===== src/rtl/seq_detect_pkg.sv =====
// Shared types and defaults for the time-multiplexed pattern detector.
// Counter support in the top level is enabled with the SEQ_CNT_EN macro.
package seq_detect_pkg;

  localparam int DEF_NUM_CH  = 4;
  localparam int DEF_PAT_LEN = 4;
  localparam int DEF_CNT_W   = 8;

  // Contexts are sized for the largest pattern; the top masks unused history bits.
  localparam int MAX_PAT_LEN = 16;
  localparam int HIST_W      = MAX_PAT_LEN - 1;
  localparam int FILL_W      = 4;

  typedef struct packed {
    logic [HIST_W-1:0] hist;
    logic [FILL_W-1:0] fill;
  } ctx_t;

  function automatic logic [FILL_W-1:0] fill_inc(input logic [FILL_W-1:0] fill,
                                                 input logic [FILL_W-1:0] lim);
    return (fill >= lim) ? fill : fill + FILL_W'(1);
  endfunction

endpackage


===== src/rtl/rr_arbiter.sv =====
// Combinational round-robin arbiter: first requester at or after ptr, wrapping.
// The pointer register lives in the parent.
module rr_arbiter #(
  parameter int N = 4
) (
  input  logic [N-1:0]         req,
  input  logic [$clog2(N)-1:0] ptr,
  output logic [N-1:0]         gnt,
  output logic [$clog2(N)-1:0] gnt_idx,
  output logic                 any_gnt
);

  localparam int IW = $clog2(N);

  logic [IW-1:0] idx;

  always_comb begin
    gnt     = '0;
    gnt_idx = '0;
    any_gnt = 1'b0;
    idx     = '0;
    for (int k = 0; k < N; k++) begin
      idx = IW'((int'(ptr) + k) % N);
      if (!any_gnt && req[idx]) begin
        gnt[idx] = 1'b1;
        gnt_idx  = idx;
        any_gnt  = 1'b1;
      end
    end
  end

endmodule


===== src/rtl/seq_detect_scheduler.sv =====
// One overlapping Mealy pattern detector shared round-robin across NUM_CH bit streams.
// Define SEQ_CNT_EN to add per-channel saturating match counters with a read/clear port.
module seq_detect_scheduler
  import seq_detect_pkg::*;
#(
  parameter int NUM_CH  = DEF_NUM_CH,
  parameter int PAT_LEN = DEF_PAT_LEN,
  parameter int CNT_W   = DEF_CNT_W
) (
  input  logic                      clk,
  input  logic                      rst_n,
  input  logic                      cfg_we,
  input  logic [PAT_LEN-1:0]        cfg_pattern,
  input  logic [NUM_CH-1:0]         ch_valid,
  input  logic [NUM_CH-1:0]         ch_bit,
  output logic [NUM_CH-1:0]         ch_ready,
  output logic                      match_valid,
  output logic [$clog2(NUM_CH)-1:0] match_ch,
  input  logic [$clog2(NUM_CH)-1:0] cnt_sel,
  input  logic                      cnt_clr,
  output logic [CNT_W-1:0]          cnt_out
);

  localparam int CH_W = $clog2(NUM_CH);
  localparam logic [MAX_PAT_LEN-1:0] WIN_MASK  = MAX_PAT_LEN'((1 << PAT_LEN) - 1);
  localparam logic [HIST_W-1:0]      HIST_MASK = HIST_W'((1 << (PAT_LEN - 1)) - 1);
  localparam logic [FILL_W-1:0]      FILL_FULL = FILL_W'(PAT_LEN - 1);

  logic [PAT_LEN-1:0] pat_q, pat_d;
  logic [CH_W-1:0]    rr_ptr_q, rr_ptr_d;
  logic [NUM_CH-1:0]  req, gnt, hit;
  logic [CH_W-1:0]    gnt_idx;
  logic               any_gnt;

  // Grants are suppressed during configuration and while reset is held.
  assign req = ch_valid & {NUM_CH{rst_n & ~cfg_we}};

  rr_arbiter #(.N(NUM_CH)) u_arb (
    .req     (req),
    .ptr     (rr_ptr_q),
    .gnt     (gnt),
    .gnt_idx (gnt_idx),
    .any_gnt (any_gnt)
  );

  assign ch_ready    = gnt;
  assign match_valid = |(gnt & hit);
  assign match_ch    = match_valid ? gnt_idx : '0;

  for (genvar gi = 0; gi < NUM_CH; gi++) begin : g_ch
    ctx_t                   ctx_q, ctx_d;
    logic [MAX_PAT_LEN-1:0] win;

    assign win     = {ctx_q.hist, ch_bit[gi]};
    assign hit[gi] = (ctx_q.fill == FILL_FULL) &&
                     ((win & WIN_MASK) == MAX_PAT_LEN'(pat_q));

    always_comb begin
      ctx_d = ctx_q;
      if (cfg_we) begin
        ctx_d = '0;
      end else if (gnt[gi]) begin
        ctx_d.hist = win[HIST_W-1:0] & HIST_MASK;
        ctx_d.fill = fill_inc(ctx_q.fill, FILL_FULL);
      end
    end

    always_ff @(posedge clk or negedge rst_n) begin
      if (!rst_n) ctx_q <= '0;
      else        ctx_q <= ctx_d;
    end
  end

  always_comb begin
    pat_d    = cfg_we ? cfg_pattern : pat_q;
    rr_ptr_d = rr_ptr_q;
    if (cfg_we) begin
      rr_ptr_d = '0;
    end else if (any_gnt) begin
      rr_ptr_d = (gnt_idx == CH_W'(NUM_CH - 1)) ? '0 : gnt_idx + CH_W'(1);
    end
  end

  always_ff @(posedge clk or negedge rst_n) begin
    if (!rst_n) begin
      pat_q    <= '0;
      rr_ptr_q <= '0;
    end else begin
      pat_q    <= pat_d;
      rr_ptr_q <= rr_ptr_d;
    end
  end

`ifdef SEQ_CNT_EN
  // Padded to a power of two so any cnt_sel value reads a defined entry.
  logic [CNT_W-1:0] cnt_val [2**CH_W];

  for (genvar gi = 0; gi < 2**CH_W; gi++) begin : g_cnt
    if (gi < NUM_CH) begin : g_real
      logic [CNT_W-1:0] cnt_q, cnt_d;

      always_comb begin
        cnt_d = cnt_q;
        if (cfg_we || (cnt_clr && (cnt_sel == CH_W'(gi)))) begin
          cnt_d = '0;
        end else if (gnt[gi] && hit[gi] && (cnt_q != '1)) begin
          cnt_d = cnt_q + CNT_W'(1);
        end
      end

      always_ff @(posedge clk or negedge rst_n) begin
        if (!rst_n) cnt_q <= '0;
        else        cnt_q <= cnt_d;
      end

      assign cnt_val[gi] = cnt_q;
    end else begin : g_pad
      assign cnt_val[gi] = '0;
    end
  end

  assign cnt_out = cnt_val[cnt_sel];
`else
  logic unused_cnt_ok;
  assign unused_cnt_ok = ^{cnt_sel, cnt_clr};
  assign cnt_out       = '0;
`endif

endmodule


===== config.mk =====
export PLATFORM = sky130hd
export DESIGN_NAME = seq_detect_scheduler
export DESIGN_NICKNAME = d
export VERILOG_FILES = /design/src/rtl/seq_detect_pkg.sv /design/src/rtl/rr_arbiter.sv /design/src/rtl/seq_detect_scheduler.sv
export SDC_FILE = /design/constraint.sdc
export NUM_CORES = 1
export LEC_CHECK = 0
export ABC_CLOCK_PERIOD_IN_PS = 3400
export BUFFER_PORTS_ARGS = -buffer_cell sky130_fd_sc_hd__buf_2
export CORE_ASPECT_RATIO = 0.7
export CORE_MARGIN = 5
export CORE_UTILIZATION = 57
export DETAILED_ROUTE_END_ITERATION = 10
export PLACE_DENSITY = 0.78
export RECOVER_POWER = 50
export SYNTH_ARGS = -nofsm -noshare
export SYNTH_HDL_FRONTEND = slang
export SYNTH_SLANG_ARGS = --single-unit

===== constraint.sdc =====
create_clock -name clk -period 3.4 [get_ports clk]
set_input_delay 0 -clock clk [delete_from_list [all_inputs] [get_ports clk]]
set_output_delay 0 -clock clk [all_outputs]
set_load 0.02 [all_outputs]

== After elaboration in Yosys (flattened, before gate mapping) ==
Index checks and enable logic that the tools add are counted.

* Register bits: 34
* Output and inout port bits: 15
* Word-level logic and storage cells: 118

* Add/subtract/negate cells: 8
* Magnitude comparators: 12
* Equal/unequal tests: 13
* Mux-type cells: 44
* Bitwise operators: 7
* Reduce and logical (&&, ||, !) cells: 24

{| class="wikitable"
|+ Operators with widths
! operator !! count
|-
| 7-bit two-way mux || 8
|-
| 4-bit two-way mux || 8
|-
| 4-bit by 1-bit adder with 4-bit output (second input constant) || 4
|-
| 4-bit by 2-bit == test with 1-bit output (second input constant) || 4
|-
| 4-bit == test || 4
|-
| 4-bit by 2-bit >= comparator with 1-bit output (second input constant) || 4
|-
| 2-bit two-way mux || 8
|-
| 2-bit by 3-bit less-than comparator with 1-bit output (second input constant) || 4
|-
| 1-bit two-way mux || 12
|-
| 4-bit bitwise OR || 3
|-
| 1-bit logical AND || 11
|-
| 2-bit nonzero test || 5
|-
| 4-bit bitwise AND || 2
|-
| 1-bit binary-select mux with 2-bit select || 4
|-
| 1-bit demux with 2-bit select || 4
|-
| 2-bit by 1-bit >= comparator with 1-bit output (second input constant) || 4
|-
| 2-bit != test (second input constant) || 4
|-
| 2-bit AND reduction || 4
|-
| 2-bit by 1-bit adder with 2-bit output (second input constant) || 2
|-
| 2-bit adder (second input constant) || 2
|-
| 4-bit OR reduction || 1
|-
| 1-bit zero test || 3
|-
| 2-bit == test (second input constant) || 1
|-
| 1-bit bitwise AND || 1
|-
| 1-bit inverter || 1
|}

== Logic depth before layout (Yosys ltp) ==
* Word-level depth: 19
* Depth in mapped cells: 10

== Cells and area by module ==
From an unflattened synthesis, not the netlist that was laid out.

* Cells, all modules: 203
* Area, all modules: 2,200.9 um2

{| class="wikitable"
|+ Modules (own cells, without submodules)
! module !! instances !! cells an instance !! area an instance (um2) !! seq. area each (um2)
|-
| seq_detect_scheduler || 1 || 158 || 1,779.2 || 850.8
|-
| rr_arbiter || 1 || 45 || 421.7 || 0.0
|}

== Worst setup path after synthesis ==
Ideal clock, no wire load.

* Kind: reg2out
* Start point: register rr_ptr_q[1]
* End point: output port match_ch[1]
* Data arrival time: 2.782 ns
* Path slack: 0.618 ns
* Cell stages (with the launch flop): 10
* Path through: dfrtp_1 clkbuf_1 inv_1 ha_1 or3_1 a21oi_2 a22o_1 nor2_2 o41a_1 a21oi_1

* Word-level cells in the longest chain between the ends: 15
* Elaborated cells between the ends (all ways): 54
* Those cells by class: add/sub (3); order compare (8); mux (28); bitwise (4); reduce/logical (11)

{| class="wikitable"
|+ RTL lines
! what !! RTL line !! text
|-
| from (decl) || seq_detect_scheduler.sv:30 || <nowiki>logic [CH_W-1:0] rr_ptr_q, rr_ptr_d;</nowiki>
|-
| from (signal assigned) || seq_detect_scheduler.sv:90 || <nowiki>rr_ptr_q <= rr_ptr_d;</nowiki>
|-
| parallel branches: the longest is 14 deep, another holds 2-bit by 3-bit less-than comparator with 1-bit output || -- ||
|-
| 2-bit two-way mux * || seq_detect_scheduler.sv:48 || <nowiki>assign match_ch = match_valid ? gnt_idx : '0;</nowiki>
|-
| to (decl) || seq_detect_scheduler.sv:18 || <nowiki>output logic [$clog2(NUM_CH)-1:0] match_ch,</nowiki>
|}

Mark *: on every way between the ends. The select of a mux whose other input is x is not followed.

== Final worst setup path ==
* Start point: register rr_ptr_q[0]
* End point: output port match_ch[1]

The elaborated chain is that of the path after synthesis.

==> impl_metrics.ini <==
[floorplanning]
core-area_um2 = 3850
chipHeight_um = 62.2
pin_count = 33
row_count = 19
dieArea_um2 = 5270
die_w_um = 84.6
start_util_pct = 57.7

[logic_synthesis]
synth_edf_count = 0
yosysWarnings = 0
synth_area_um2 = 2220
ys.flop_type = dfrtp_1
yosys.area.top_type = dfrtp_1
seq_area_frac_synth_pct = 38.3
synth.top_cells.by_count = 34 x dfrtp_1, 19 x nor2_1, 18 x a21oi_1
avgSynthCellArea_um2 = 9.38
syn_inst = 237
synth.ff_latch_count = 34
synth_top_area_share_pct = 38.3
synthTopCellsByArea = dfrtp_1 38%, ha_1 6.8%, xor2_1 5.1%, a21oi_1 4.1%, nor2_1 3.2%
synth_cell_types = 48
synth.most_common_cell = dfrtp_1
synthArstFlopShare_pct = 100

[clocking]
clk_latency_ns = 0.29
clkSinkCount = 34
clk_pin_slew_ns = 0.07
cts_tree = yes
cts_buffer_depth = 2
cts_max_level = 2
cts_root_buffer = clkbuf_8
postCtsSetupBuffers = 0
numCtsBuffers = 5

[power_and_ir_drop]
switching_share_pct = 37.3
power.internal_uw = 781
power_mw = 1.25
seq_power_share_pct = 37.8
switchingPower_uw = 464
clkPwrFrac_pct = 25.3
p_leak_nw = 1.20
p_comb_share_pct = 36.9
irDropWorstVdd_mv = 0.400
power_density_nw_per_um2 = 495

[grt]
antenna_found_initial = 0
grt_pass1_wl_mm = 7.82
grt_use_total_pct = 18.7
grt_start_max_net_pins = 39
grt_pass1_vias = 1688
grt_overflow = 0

[timing]
clock_skew_ns = 0.00433
timing.hold.ws_ns = 0.124
setup_ws_ns = 0.308
setup_viol = 0
tns_ns = 0
fin_crit_sh_pct = 90.9
tightestPinTransition_ns = 1.29
rsz0062_at_grt = no
finalHoldViolCount = 0
slew_violations = 0
slew_headroom_pct = 14.3
period_needed_ns = 3.09
fmax_ghz = 0.323

[finish]
drive_above_1_share_pct = 17.3
syn_to_final_growth_pct = 13.1
fin_util_pct = 65.3
final_nets = 295
n_antenna_cell = 0
fin_area_um2 = 2510
instances_no_fill = 318

[worst_setup_path]
critPathMaxFanout = 7
crit_required_ns = 3.40
start_kind = register
path_class = reg2out
worstSetupEndpointType = primary output
crit_arrival_ns = 3.09

[job]
maxCapViolCount = 0

[detailed_routing]
routed-via-count = 1773
ant_nets = 0
drt-initial-drc-count = 71
via_per_inst = 5.58
wire_per_inst_um = 14.4
drc = 0
drtPass1Iterations = 4
drt_wl_total_mm = 4.57

[place]
port_buffers = 21
hpwl_mm = 3.36
placed_cells = 301
place_ws_ns = 0.595
place_area_um2 = 2330
place_congestion = 0.847

[min_path]
hp-class = in2async

[run_status]
status = finished, final reports clean
## per-layer routing
metal,track usage (%),wire length (um)
met1,26.1,2210
met2,28.0,2010
met3,6.47,313
met4,4.35,38
met5,0,0
## power groups by stage
stage | logic, mW | registers (mW) | clock network [mW]
floorplan | 0.353 | 0.471 | 0
global placement | 0.432 | 0.477 | 0
detailed placement | 0.447 | 0.478 | 0
CTS | 0.456 | 0.471 | 0.326
global route | 0.516 | 0.474 | 0.345
finish | 0.460 | 0.471 | 0.315
## cells in the final DEF (no fill, tap or decap), drive strengths merged, types with 2 or more instances in the layout
master,instances
inv,8
nor2b,10
ha,12
o41a,2
a2111oi,2
mux2i,6
xor2,13
o21ai,19
nor2,20
nor4,2
a31oi,2
a22o,4
conb,8
and2,4
dfrtp,34
a221o,2
a21oi,19
mux2,6
nand2,17
nor3,8
clkbuf,8
nand3,4
buf,23
nor4b,2
dlygate4sd3,9
xnor2,8
## worst max-delay path, cell delays in order (launching register included)
cell and delay [ns]:
dfrtp_1 0.38, inv_1 0.21, ha_1 0.38, or3_1 0.42
a21oi_2 0.27, a22o_1 0.26, nor2_2 0.09, o41a_1 0.45
a21oi_1 0.17, buf_2 0.18
## cell families (layout without fill, tap and decap cells)
kind of cell | count (synthesis) | count (layout) | share of synthesized area (%)
AOI/OAI and AO/OA | 57 | 57 | 17.7
xor gates and xnor gates | 21 | 21 | 8.28
adders and majority gates | 12 | 12 | 6.76
buffers and inverters | 27 | 49 | 6.36
DFF | 34 | 34 | 38.3
muxes | 12 | 12 | 5.74
other | 1 | 8 | 0.169
and+or+nand+nor | 73 | 73 | 16.7
## final cells by class
class                      count  area (um2)
fill                         336        1340
multi-input combinational    183        1260
sequential                    34         851
timing repair buffer          33         214
clock buffer                   7        86.3
tap                           52        65.1
inverter                       8        30.0
clock inverter                 1        5.00
## repair_timing
item	4_1_cts	5_1_grt
hold buffers	9	0
resized for setup	0	1
hold endpoints to repair	42	0
endpoints found under the setup margin	0	1
## final timing paths
check                                 start          endpoint  slack (ns)  depth (start not counted)
max                             rr_ptr_q[0]       match_ch[1]        0.31                          9
min                                   rst_n       rr_ptr_q[1]        0.12                          2
max reg2reg                     rr_ptr_q[1]  g_ch[1].ctx_q[1]        0.90                          8
min reg2reg                g_ch[3].ctx_q[1]  g_ch[3].ctx_q[1]        0.53                          2
max in group asynchronous             rst_n  g_ch[2].ctx_q[6]        1.79                          3
min in group clk                     cfg_we  g_ch[0].ctx_q[1]        0.24                          2
## flip-flops by register name, indices dropped and copies added, names as in the netlist
signal / count
g_ch.ctx_q: 28
pat_q: 4
rr_ptr_q: 2
Power figures use the tool's default switching activity.
